[config.mk]
export PLATFORM = sky130hd
export DESIGN_NAME = sdram_port_arbiter
export DESIGN_NICKNAME = d
export VERILOG_FILES = /design/src/rtl/sdram_port_arbiter.sv
export SDC_FILE = /design/constraint.sdc
export NUM_CORES = 1
export LEC_CHECK = 0
export ABC_AREA = 0
export CAP_MARGIN = 20
export CORE_ASPECT_RATIO = 0.5
export CORE_MARGIN = 1.5
export CORE_UTILIZATION = 42
export DETAILED_ROUTE_END_ITERATION = 8
export PLACE_DENSITY = 0.85
export SYNTH_ARGS = -nofsm -noshare
export SYNTH_HDL_FRONTEND = slang
export SYNTH_SLANG_ARGS = --single-unit
[constraint.sdc]
create_clock -name clk -period 2.4 [get_ports clk]
set_input_delay 0.48 -clock clk [delete_from_list [all_inputs] [get_ports clk]]
set_output_delay 0.48 -clock clk [all_outputs]
set_load 0.1 [all_outputs]
[src/rtl/sdram_port_arbiter.sv]
// Round-robin arbiter sharing one SDRAM master port between two requesters, one transaction in flight.
// Optional watchdog abort is compiled in with `define ARB_TIMEOUT_EN.
module sdram_port_arbiter #(
   parameter int W       = 16,
   parameter int ADDR_W  = 25,
   parameter int TIMEOUT = 64
) (
   input  logic              clk,
   input  logic              rst,
   input  logic              r0_read,
   input  logic              r0_write,
   input  logic [ADDR_W-1:0] r0_address,
   input  logic [W-1:0]      r0_writedata,
   output logic [W-1:0]      r0_readdata,
   output logic              r0_ack,
   input  logic              r1_read,
   input  logic              r1_write,
   input  logic [ADDR_W-1:0] r1_address,
   input  logic [W-1:0]      r1_writedata,
   output logic [W-1:0]      r1_readdata,
   output logic              r1_ack,
   output logic              read,
   output logic [ADDR_W-1:0] readaddress,
   input  logic [W-1:0]      readdata,
   input  logic              readdatavalid,
   output logic              write,
   output logic [ADDR_W-1:0] writeaddress,
   output logic [W-1:0]      writedata,
   input  logic              waitrequest,
   output logic              busy,
   output logic              grant,
   output logic              timeout_err
);
   typedef enum logic [1:0] {IDLE = 2'd0, ISSUE = 2'd1, WAIT_RD = 2'd2, DONE = 2'd3} state_t;

   if (TIMEOUT < 2) begin : g_timeout_check
      $error("sdram_port_arbiter: TIMEOUT must be at least 2");
   end

   state_t            r_state;
   logic              r_last_grant, r_grant, r_is_write, r_read, r_write, r_busy, r_ack0, r_ack1;
   logic [ADDR_W-1:0] r_rd_addr, r_wr_addr;
   logic [W-1:0]      r_wr_data, r_rdata0, r_rdata1;

   logic              w_req0, w_req1, w_pick, w_sel_wr, w_accept, w_abort;
   logic [ADDR_W-1:0] w_sel_addr;
   logic [W-1:0]      w_sel_data;

   assign w_req0     = r0_read | r0_write;
   assign w_req1     = r1_read | r1_write;
   assign w_sel_wr   = w_pick ? r1_write : r0_write;
   assign w_sel_addr = w_pick ? r1_address : r0_address;
   assign w_sel_data = w_pick ? r1_writedata : r0_writedata;
   assign w_accept   = (r_read | r_write) & ~waitrequest;

   // Round-robin pick: on a tie the requester that did not go last wins.
   always_comb begin
      w_pick = 1'b0;
      if (w_req0 && w_req1) begin
         w_pick = ~r_last_grant;
      end else if (w_req1) begin
         w_pick = 1'b1;
      end else begin
         w_pick = 1'b0;
      end
   end

`ifdef ARB_TIMEOUT_EN
   localparam int CNT_W = $clog2(TIMEOUT) + 1;
   logic [CNT_W-1:0] r_count;
   logic             r_timeout_err;
   logic             w_done;

   assign w_done  = ((r_state == ISSUE) && w_accept && (r_is_write || readdatavalid)) ||
                    ((r_state == WAIT_RD) && readdatavalid);
   assign w_abort = ((r_state == ISSUE) || (r_state == WAIT_RD)) &&
                    (r_count == CNT_W'(TIMEOUT - 1)) && !w_done;
   assign timeout_err = r_timeout_err;

   // Watchdog: cycles spent waiting on the SDRAM, zero in the first ISSUE cycle.
   always_ff @(posedge clk) begin
      if (rst) begin
         r_count       <= '0;
         r_timeout_err <= 1'b0;
      end else begin
         r_timeout_err <= w_abort;
         if ((r_state == ISSUE) || (r_state == WAIT_RD)) begin
            r_count <= r_count + CNT_W'(1);
         end else begin
            r_count <= '0;
         end
      end
   end
`else
   assign w_abort     = 1'b0;
   assign timeout_err = 1'b0;
`endif

   // Transaction FSM with all port-facing outputs registered.
   always_ff @(posedge clk) begin
      if (rst) begin
         r_state      <= IDLE;
         r_last_grant <= 1'b1;
         r_grant      <= 1'b0;
         r_is_write   <= 1'b0;
         r_read       <= 1'b0;
         r_write      <= 1'b0;
         r_busy       <= 1'b0;
         r_ack0       <= 1'b0;
         r_ack1       <= 1'b0;
         r_rd_addr    <= '0;
         r_wr_addr    <= '0;
         r_wr_data    <= '0;
         r_rdata0     <= '0;
         r_rdata1     <= '0;
      end else begin
         r_ack0 <= 1'b0;
         r_ack1 <= 1'b0;
         case (r_state)
            IDLE: begin
               if (w_req0 || w_req1) begin
                  r_grant    <= w_pick;
                  r_busy     <= 1'b1;
                  r_is_write <= w_sel_wr;
                  r_state    <= ISSUE;
                  if (w_sel_wr) begin
                     r_write   <= 1'b1;
                     r_wr_addr <= w_sel_addr;
                     r_wr_data <= w_sel_data;
                  end else begin
                     r_read    <= 1'b1;
                     r_rd_addr <= w_sel_addr;
                  end
               end
            end
            ISSUE: begin
               if (w_abort || w_accept) begin
                  r_read  <= 1'b0;
                  r_write <= 1'b0;
               end
               if (w_abort || (w_accept && (r_is_write || readdatavalid))) begin
                  r_state <= DONE;
                  r_ack0  <= ~r_grant;
                  r_ack1  <= r_grant;
                  if (!w_abort && !r_is_write) begin
                     if (r_grant) r_rdata1 <= readdata;
                     else         r_rdata0 <= readdata;
                  end
               end else if (w_accept) begin
                  r_state <= WAIT_RD;
               end
            end
            WAIT_RD: begin
               if (w_abort || readdatavalid) begin
                  r_state <= DONE;
                  r_ack0  <= ~r_grant;
                  r_ack1  <= r_grant;
                  if (!w_abort) begin
                     if (r_grant) r_rdata1 <= readdata;
                     else         r_rdata0 <= readdata;
                  end
               end
            end
            DONE: begin
               r_last_grant <= r_grant;
               r_busy       <= 1'b0;
               r_state      <= IDLE;
            end
            default: begin
               r_state <= IDLE;
               r_read  <= 1'b0;
               r_write <= 1'b0;
               r_busy  <= 1'b0;
            end
         endcase
      end
   end

   assign read         = r_read;
   assign write        = r_write;
   assign readaddress  = r_rd_addr;
   assign writeaddress = r_wr_addr;
   assign writedata    = r_wr_data;
   assign r0_readdata  = r_rdata0;
   assign r1_readdata  = r_rdata1;
   assign r0_ack       = r_ack0;
   assign r1_ack       = r_ack1;
   assign busy         = r_busy;
   assign grant        = r_grant;
endmodule

==> impl_metrics.csv, run 1 <==
group,metric,value,unit
clocking,cts.clk_slew.worst_paths,0.07,ns
timing,grt_setup_unrepaired,"false",
critical_path,cp_max_fo,10,
drt,wl_per_cell,16.3,um
timing,setup_viol_count_final,0,
outcome,outcome,"completed",
place,dp.cells,775,
clocking,cts_resized,0,
global_route,grt_max_degree,59,
synthesis,yosysSeqAreaShare,0.466,
floorplanning,core.rowCount,26,
floorplanning,start_util,0.443,
critical_path,cp-start-kind,"register",
power_and_ir_drop,p_sw,5.16,mW
timing,worst_hold_slack,0.499,ns
worst_hold_path,hold_depth,2,
drt,drc,0,
synthesis,synth_area,4640,um2
power_and_ir_drop,p_per_area,1390,nW/um2
synthesis,synth_area_leader_cell,"dfxtp_1",
layout,layout.cells.non_filler,791,
power_and_ir_drop,ir_drop,0.000558,V
layout,final_common_cell,"buf_4",
clocking,cts_hold_buf,0,
critical_path,critPathTopFamily,"adder cells",
timing,finalSetupTns,0,ns
timing,slew_violations,0,
worst_hold_path,min_from,"r0_readdata[4]",
floorplanning,die_y,77.4,um
power_and_ir_drop,sw_frac_of_total,0.539,
place,placed_area,6570,um2
layout,final-seq-area,2160,um2
layout,layout.nets,756,
place,gp_congestion,0.775,
layout,fillers,845,
critical_path,rrSetupSlack,0.47,ns
synthesis,avgSynthCellArea,10.3,um2
place,port_buffers,209,
worst_hold_path,hp-class,"reg -> reg",
layout,syn2layout_area_growth,47.9,%
timing,setup_slack,0.465,ns
critical_path,required,2.62,ns
synthesis,yosysWarnings,0,
floorplanning,coreArea,10500,um2
critical_path,arrival,2.15,ns
global_route,grt_pass1_vias,4248,
synthesis,async_flop_share,0,
clocking,cts_setup_buffers,0,
critical_path,max_stage_delay,0.43,ns
critical_path,regToRegStartpoint,"r_state[1]",
clocking,root_buffer,"clkbuf_16",
layout,final_cell_mix,"buf_4 (118), dfxtp_1 (108), clkdlybuf4s50_1 (104)",
layout,multi_input_area,2180,um2
timing,fin_crit_sh,0.806,
critical_path,crit_slowest_cell,"ha_1",
drt,vias_per_cell,5.30,
synthesis,synth_area_leaders,"dfxtp_1 (47%), mux2i_1 (16%), a211oi_1 (7.9%)",
power_and_ir_drop,p_comb_frac,0.582,
power_and_ir_drop,seqPwrFrac,0.261,
worst_hold_path,holdPathEnd,"r0_readdata[4]",
power_and_ir_drop,p_int,4.41,mW
critical_path,criticalPathCategory,"reg -> reg",
drt,detail_route.first_pass.iterations,4,
synthesis,synth.net_count,561,
critical_path,crit_path_cell_trace,"inv_1 > ha_1 > nand4b_1 > o32ai_4 > buf_4 > mux2i_1 > nor2_1",
synthesis,synth_top_cell_area_share,0.466,
global_route,grt_pass1_wl,20.5,mm
timing,hold_violations,0,
drt,first_iter_violations,193,
power_and_ir_drop,p_leak,3.03,nW
clocking,worst_skew_pair.late_latency,0.35,ns
synthesis,synth-seq-cells,108,
synthesis,ys.flop_type,"dfxtp_1",
timing,worstMarginPinSlew,0.632,ns
layout,final_cell_area,6870,um2
clocking,numCtsBuffers,9,
place,place_ws,0.175,ns
timing,fin_crit,1.93,ns
drt,drt_wl_total,12.9,mm
global_route,antenna_found_initial,0,
critical_path,r2r-end,"r1_readdata[7]",
floorplanning,die_w,152,um
layout,postLayoutCoreUtil,0.655,
place,place_hpwl,9.44,mm
synthesis,yosysUniqueCellTypes,48,
global_route,grt_util_all_layers,0.219,
floorplanning,dieArea,11700,um2
layout,drive_gt1_frac,0.249,
power_and_ir_drop,p_clk_frac,0.157,
critical_path,rr_worst_depth,7,
timing,fin_skew,0.00439,ns
drt,ant_nets,0,
critical_path,crit_buf_inv,2,
clocking,cts_tree,"done",
global_route,overflow,0,
synthesis,synth-edff-count,0,
critical_path,end_kind,"register",
synthesis,syn_inst,451,
job,cap_violations,0,
layout,antenna_cells,0,
clocking,htreeDepth,3,
floorplanning,io_pins,211,
timing,max_freq,0.517,GHz
drt,num_vias,4189,
clocking,cts.path.max_buffers,2,
power_and_ir_drop,fin_total_pwr,9.57,mW
timing,slew_headroom,0.579,
clocking,cts_sinks,108,
[power by group through the flow]
stage / sequential (mW) / clock [mW] / combinational [mW]
floorplan: 5.55 / 0 / 1.37
global placement: 2.52 / 0 / 5.51
detailed placement: 2.53 / 0 / 5.57
CTS: 2.50 / 1.53 / 5.58
global route: 2.56 / 1.60 / 5.78
finish: 2.50 / 1.50 / 5.57
[cells by family after synthesis]
logic type	synth area share
compound gates	0.218
flops	0.466
simple gates	0.0814
mux	0.157
buf+inv	0.0663
fa+ha+maj	0.0108
other cells	0.000808
[state kept, by name, indices dropped and copies added, names as in the netlist, 2 cells and up]
signal and cells:
readaddress 25, r_state 2, writeaddress 25, r1_readdata 16, writedata 16, r0_readdata 16
[layout make-up]
| type | instances | share of cell area |
|---|---|---|
| tap | 140 | 0.0255 |
| multi-input combinational | 294 | 0.318 |
| clock buffer | 10 | 0.0334 |
| inverter | 6 | 0.00328 |
| timing repair buffer | 227 | 0.295 |
| clock inverter | 6 | 0.0100 |
| sequential | 108 | 0.315 |
[synth_stat cells, drive strengths merged (2+ instances only)]
cell type    n
a211o        2
a211oi      66
a21oi       45
buf         28
clkbuf      15
dfxtp      108
ha           4
inv          6
mux2i       73
nand2        3
nand2b       2
nand4b       2
nor2        63
nor2b        5
o211ai       2
o21ai        2
o31ai        2
[how the worst max path moves through the flow]
stage | start | to | slack, ns | depth (start not counted)
4_1_cts | r_state[1] | r1_readdata[7] | 0.47 | 7
6_report | r_state[1] | r1_readdata[7] | 0.47 | 7
2_1_floorplan | grant | r1_readdata[10] | 0.19 | 5
5_1_grt | r_state[1] | r1_readdata[10] | 0.33 | 7
3_3_place_gp | r1_read | writedata[2] | 0.24 | 5
3_5_place_dp | r0_write | writeaddress[22] | 0.17 | 6
[per-layer routing]
layer  part of all wire  GRT usage  wire, um  vias up
li1                   -          -         -     2030
met3              0.052     0.0506       672       34
met1               0.40      0.248      5230     2012
met2               0.51      0.399      6660      113
met4              0.029     0.0856       371        0
met5                  0          0         0        -
[tightest hold or removal path: cells and delay by family (launching register included)]
| family | cells | cell delay [ns] |
|---|---|---|
| DFF | 1 | 0.33 |
| muxes | 1 | 0.07 |
| and+or+nand+nor | 1 | 0.07 |
No activity file was read; power rests on OpenSTA's default activity.
==> run 2: changes to the inputs <==
--- a/config.mk
+++ b/config.mk
@@ -9,9 +9,9 @@
 export CAP_MARGIN = 20
 export CORE_ASPECT_RATIO = 0.5
 export CORE_MARGIN = 1.5
-export CORE_UTILIZATION = 42
+export CORE_UTILIZATION = 38
 export DETAILED_ROUTE_END_ITERATION = 8
-export PLACE_DENSITY = 0.85
+export PLACE_DENSITY = 0.81
 export SYNTH_ARGS = -nofsm -noshare
 export SYNTH_HDL_FRONTEND = slang
 export SYNTH_SLANG_ARGS = --single-unit
==> constraint.sdc (replaced) <==
create_clock -name clk -period 1.7 [get_ports clk]
set_input_delay 0.34 -clock clk [delete_from_list [all_inputs] [get_ports clk]]
set_output_delay 0.34 -clock clk [all_outputs]
set_load 0.1 [all_outputs]
==> impl_metrics.csv, run 2 (synthesis gave the netlist of run 1 again) <==
group,metric,value,unit
clocking,cts_sinks,108,
floorplanning,io_pins,211,
floorplanning,coreArea,11900,um2
clocking,htreeDepth,3,
critical_path,crit_path_cell_trace,"inv_2 > ha_4 > nor2b_1 > a211o_4 > buf_12 > nor2_1 > a211oi_2",
drt,first_iter_violations,181,
layout,final_cell_area,8600,um2
critical_path,path_depth,7,
timing,fin_crit,1.68,ns
critical_path,arrival,1.90,ns
critical_path,rrSetupSlack,0.02,ns
critical_path,required,1.91,ns
layout,drive_gt1_frac,0.320,
floorplanning,die_w,159,um
clocking,root_buffer,"clkbuf_16",
floorplanning,dieArea,12900,um2
timing,grt_setup_unrepaired,"true",
timing,fin_crit_sh,0.991,
timing,setup_viol_count_final,0,
drt,detail_route.first_pass.iterations,4,
floorplanning,core.rowCount,28,
critical_path,r2r-end,"readaddress[3]",
critical_path,cp-start-kind,"register",
layout,final-seq-area,2180,um2
place,placed_area,8030,um2
layout,postLayoutCoreUtil,0.725,
critical_path,critPathTopFamily,"compound AO/OA/AOI/OAI gates",
critical_path,crit_buf_inv,2,
worst_hold_path,holdPathEnd,"r1_readdata[7]",
layout,syn2layout_area_growth,85.3,%
drt,num_vias,4362,
outcome,outcome,"completed",
worst_hold_path,min_from,"rst",
global_route,grt_util_all_layers,0.226,
clocking,numCtsBuffers,9,
layout,multi_input_area,2370,um2
timing,max_freq,0.594,GHz
global_route,grt_pass1_vias,4572,
critical_path,end_kind,"register",
timing,fin_skew,0.0103,ns
clocking,cts_hold_buf,0,
drt,wl_per_cell,18.1,um
place,port_buffers,209,
power_and_ir_drop,ir_drop,0.000919,V
layout,antenna_cells,0,
power_and_ir_drop,seqPwrFrac,0.244,
worst_hold_path,hold_depth,2,
global_route,antenna_found_initial,0,
clocking,cts.clk_slew.worst_paths,0.07,ns
job,cap_violations,0,
global_route,overflow,0,
place,place_hpwl,10.2,mm
clocking,worst_skew_pair.late_latency,0.35,ns
critical_path,criticalPathCategory,"reg -> reg",
clocking,cts.path.max_buffers,2,
critical_path,regToRegStartpoint,"r_state[1]",
power_and_ir_drop,sw_frac_of_total,0.498,
worst_hold_path,hp-class,"in -> reg",
layout,fillers,740,
drt,drt_wl_total,15.0,mm
critical_path,max_stage_delay,0.40,ns
power_and_ir_drop,p_int,7.99,mW
layout,layout.nets,768,
clocking,cts_tree,"done",
power_and_ir_drop,p_per_area,1850,nW/um2
drt,ant_nets,0,
place,gp_congestion,0.788,
layout,final_common_cell,"buf_12",
floorplanning,start_util,0.391,
power_and_ir_drop,p_clk_frac,0.136,
critical_path,cp_max_fo,15,
layout,layout.cells.non_filler,828,
floorplanning,die_y,81.2,um
global_route,grt_pass1_wl,23.1,mm
power_and_ir_drop,p_sw,7.93,mW
drt,drc,0,
timing,hold_violations,0,
power_and_ir_drop,p_comb_frac,0.621,
critical_path,rr_worst_depth,7,
drt,vias_per_cell,5.27,
timing,slew_violations,0,
place,dp.cells,806,
layout,final_cell_mix,"buf_12 (114), dfxtp_1 (103), clkdlybuf4s50_1 (101)",
global_route,grt_max_degree,60,
critical_path,crit_slowest_cell,"a211o_4",
power_and_ir_drop,p_leak,3.51,nW
-- run 2: what timing repair did --
item,in CTS,in global routing
setup buffers,3,0
pin swaps,2,4
gates cloned,2,1
endpoints found under the setup margin,63,88
resized for setup,16,30
-- run 2: worst register-to-register path: stages (launching register included) --
cell and delay, ns:
dfxtp_2 0.35, inv_2 0.07, ha_4 0.18, nor2b_1 0.14
a211o_4 0.40, buf_12 0.18, nor2_1 0.17, a211oi_2 0.07
-- run 2: worst max-delay path by stage --
stage / start / endpoint / slack (ns)
2_1_floorplan: r_state[0] / r1_readdata[10] / -0.005
3_3_place_gp: r0_write / writedata[0] / -0.32
3_5_place_dp: r0_write / writedata[3] / -0.40
4_1_cts: r_state[0] / readaddress[10] / -0.04
5_1_grt: r_state[1] / readaddress[3] / -0.04
6_report: r_state[1] / readaddress[3] / 0.02
-- run 2: layout make-up --
class                           instances  share of cell area
Multi-Input combinational cell        295               0.275
Inverter                                6             0.00262
Tap cell                              165              0.0240
Clock inverter                          7             0.00945
Sequential cell                       108               0.253
Timing Repair Buffer                  238               0.410
Clock buffer                            9              0.0262
-- run 2: per-layer routing --
layer	GRT usage	part of all wire	routed length (um)	up-vias
met4	0.0858	0.018	270	0
met2	0.412	0.52	7840	144
met5	0	0	0	-
met1	0.254	0.40	6050	2131
met3	0.0684	0.055	832	24
li1	-	-	-	2063
-- run 2: power groups by stage --
stage	Clock (mW)	Combinational, mW	Sequential, mW
4_1_cts	2.21	9.73	3.86
3_3_place_gp	0	9.36	3.90
2_1_floorplan	0	1.95	7.86
3_5_place_dp	0	9.49	3.92
6_report	2.16	9.88	3.88
5_1_grt	2.33	10.2	3.96
-- run 2: metrics by stage --
stage	setup TNS, ns	hold slack, ns	setup slack (ns)	power, mW
2_1_floorplan	-0.0457	0.467	-0.00457	9.81
3_3_place_gp	-23.93	0.485	-0.322	13.3
3_5_place_dp	-28.85	0.491	-0.405	13.4
4_1_cts	-0.147	0.378	-0.0408	15.8
5_1_grt	-0.136	0.395	-0.0381	16.5
6_report	0	0.394	0.0158	15.9
==> RTL edit (flow settings as in run 2) <==
Change the parameter `W` from 16 to 24.
--- a/src/rtl/sdram_port_arbiter.sv
+++ b/src/rtl/sdram_port_arbiter.sv
@@ -3,3 +3,3 @@
 module sdram_port_arbiter #(
-   parameter int W       = 16,
+   parameter int W       = 24,
    parameter int ADDR_W  = 25,
Interface: changed (6 resized); port bits go from 211 to 259. The function was not compared with the original's and may differ.
==> RTL edit against run 2 <==
The run now ends with setup timing left. Sequential cell count is 24 higher. Total power is 26% higher. Area after synthesis is 18% higher. Setup slack worse by 0.091 ns. Sequential power is 22% higher. Final cell count is 22% higher. Maximum frequency is 5.1% lower. Critical path depth is 1 higher. Design area is 25% higher. Wire length is 49% higher. Clock power is 70% higher. Die area is 17% higher. Largest cell class unchanged.
==> RTL edit: results (changes against run 2) <==
Critical path
  – Worst R2R End: readaddress[22]
  – Worst r2r path cells: 8 (+1)
  – Crit-path max cell delay: 0.36 ns (-0.04 ns)
  – Arrival time worst endpoint: 2.07 ns (+0.17 ns)
  – CP max-delay cell: dfxtp_4
  – Start of the worst register-to-register path: r_state[1]
  – CP delay by family, top: compound AO/OA/AOI/OAI gates
  – Top fanout value on the critical path: 13 (-2)

Global route
  – GRT Overall Usage: 0.255 (+0.0296)
  – Wire length of the first global-routing pass: 30600 um (+32%)
  – Largest net degree at the start of global routing: 47 (-22%)
  – Number of global-route vias before repair: 5704 (+25%)
  – Antenna violations before repair: 0 (unchanged)

Synth
  – Synth area leaders: dfxtp_1 48%, mux2i_1 18%, a211oi_1 8.8%, nor2_1 5.4%, a21oi_1 4.8%
  – Most frequent cells after synthesis: 132 x dfxtp_1, 97 x mux2i_1, 79 x nor2_1, 64 x a211oi_1, 53 x a21oi_1
  – Post-synth EDFFs: 0 (unchanged)
  – Asr flop ratio synth: 0 (unchanged)
  – Cells after Synth: 540 (+20%)
  – Syn_nets: 674 (+20%)
  – Yosys Warn Count: 0 (unchanged)
  – Yosys cell types: 46 (-4.2%)
  – Register area share after synthesis: 0.483 (+0.0174)

STA
  – Final setup TNS: -0.417 ns (-0.417 ns)
  – Setup violators final: 19 (+19)
  – Tightest Pin Transition: approximately 0.52 ns
  – Worst Clk Skew: 0.0134 ns (+0.00306 ns)
  – Fin worst setup slack: -0.0754 ns (-0.0913 ns)

Power
  – Power Internal: 0.0103 W (+29%)
  – Worst VDD drop: 0.858 mV (-6.6%)
  – Leak: 4.44 nW (+27%)

CTS
  – Root buffer cell: clkbuf_16
  – Clock transition at path regs: 0.06 ns
  – Worst skew pair latency: 0.41 ns (+0.06 ns)
  – Max H-tree Level: 4 (+1)
  – Clock Tree Buf Depth: 2 (unchanged)
  – Num CTS Buffers: 17 (+8)

Cells and area
  – Fin cells: 1014 (+22%)
  – ANT cells: 0 (unchanged)
  – Layout cells sized above 1: 0.333 (+0.0136)
  – Final net count: 943 (+23%)

Min path
  – Hold path depth: 2 (unchanged)
  – Min-Delay Endpoint: r_is_write
  – Type of the worst min-delay path: in2reg
  – Hold path start: rst

Routing
  – Detailed Routing Iterations Pass 1: 5 (+1)
  – Drt via density: 5.54 (+5.2%)
  – DR WL/cell: 22.1 um (+22%)
  – Iter 0 DRT Violations: 313 (+73%)
  – Number of remaining DRC errors: 0 (unchanged)

Placed design
  – Post-DP Area: 9690 um2 (+21%)
  – HPWL Detailed: 13300 um (+31%)
  – Placed instance count: 970 (+20%)
  – Gpl congestion: 0.842 (+6.8%)
  – Port Buffer Count: 257 (+23%)

Run status
  – Status: finished, violations left
  – Violated checks: setup timing
==> RTL edit: changes by cell type after synthesis, sizes merged, moves of 8 or more <==
cell,change
a211oi,+8
a21oi,+8
clkbuf,+12
dfxtp,+24
mux2i,+24
nor2,+16
==> RTL edit: area by class of cell <==
class	count	area, um2
fill	806	3070
timing repair buffer	302	4430
sequential	132	2660
clock buffer	18	429
tap	192	240
multi-input combinational	350	2810
inverter	6	27.5
clock inverter	14	153
==> RTL edit: logic make-up (layout without fill, tap and decap cells) <==
family,after synthesis,after routing,share of synthesized area
AO/OA/AOI/OAI,149,149,0.196
adder cells (fa/ha/maj),4,4,0.00915
buffers and inverters,58,340,0.0537
flip-flops,132,132,0.483
multiplexers,97,97,0.177
other,1,1,0.000686
AND/OR/NAND/NOR,99,99,0.0801
==> RTL edit: worst max-delay path by stage <==
| stage | start | end | slack (ns) | cells after the start |
|---|---|---|---|---|
| floorplan | r_state[1] | r0_readdata[10] | -0.0005 | 8 |
| CTS | r_state[1] | r1_readdata[23] | 0.007 | 7 |
| global route | r_state[1] | readaddress[22] | -0.23 | 8 |
| finish | r_state[1] | readaddress[22] | -0.08 | 8 |
| global placement | r0_write | readaddress[22] | -0.36 | 6 |
| detailed placement | r1_write | readaddress[14] | -0.44 | 7 |
==> RTL edit: power groups by stage <==
stage | logic [W] | registers, W | clock network, W
6_report | 0.0117 | 0.00472 | 0.00367
5_1_grt | 0.0120 | 0.00480 | 0.00383
4_1_cts | 0.0112 | 0.00463 | 0.00368
3_5_place_dp | 0.0109 | 0.00468 | 0
3_3_place_gp | 0.0107 | 0.00465 | 0
2_1_floorplan | 0.00206 | 0.00922 | 0
==> RTL edit: metrics by stage <==
step           worst slack [ns]  hold WS (ns)
5_1_grt                  -0.227         0.403
6_report                -0.0754         0.396
4_1_cts                 0.00695         0.370
3_5_place_dp             -0.438         0.484
2_1_floorplan         -0.000488         0.467
3_3_place_gp             -0.356         0.486
==> RTL edit: what timing repair did <==
item,in CTS,in global routing
endpoints found under the setup margin,74,100
pin swaps,4,11
setup buffers,5,2
endpoints found under the hold margin,0,0
cloned,1,5
gates resized for setup,31,46
==> RTL edit: worst reg2reg max path, delay by kind of cell (launching register included) <==
| family | cells | cell delay (ns) |
|---|---|---|
| AOI/OAI and AO/OA | 2 | 0.49 |
| buffers and inverters | 3 | 0.41 |
| DFF | 1 | 0.36 |
| and+or+nand+nor | 2 | 0.24 |
| adders and majority gates | 1 | 0.16 |
==> RTL edit: routing by layer <==
metal | vias to the layer above | share of wire | wire (um) | global-route usage
met5 | - | 0 | 0 | 0
met4 | 0 | 0.042 | 936 | 0.134
met3 | 81 | 0.069 | 1550 | 0.0760
met2 | 291 | 0.52 | 11600 | 0.478
met1 | 2751 | 0.37 | 8320 | 0.268
li1 | 2496 | - | - | -
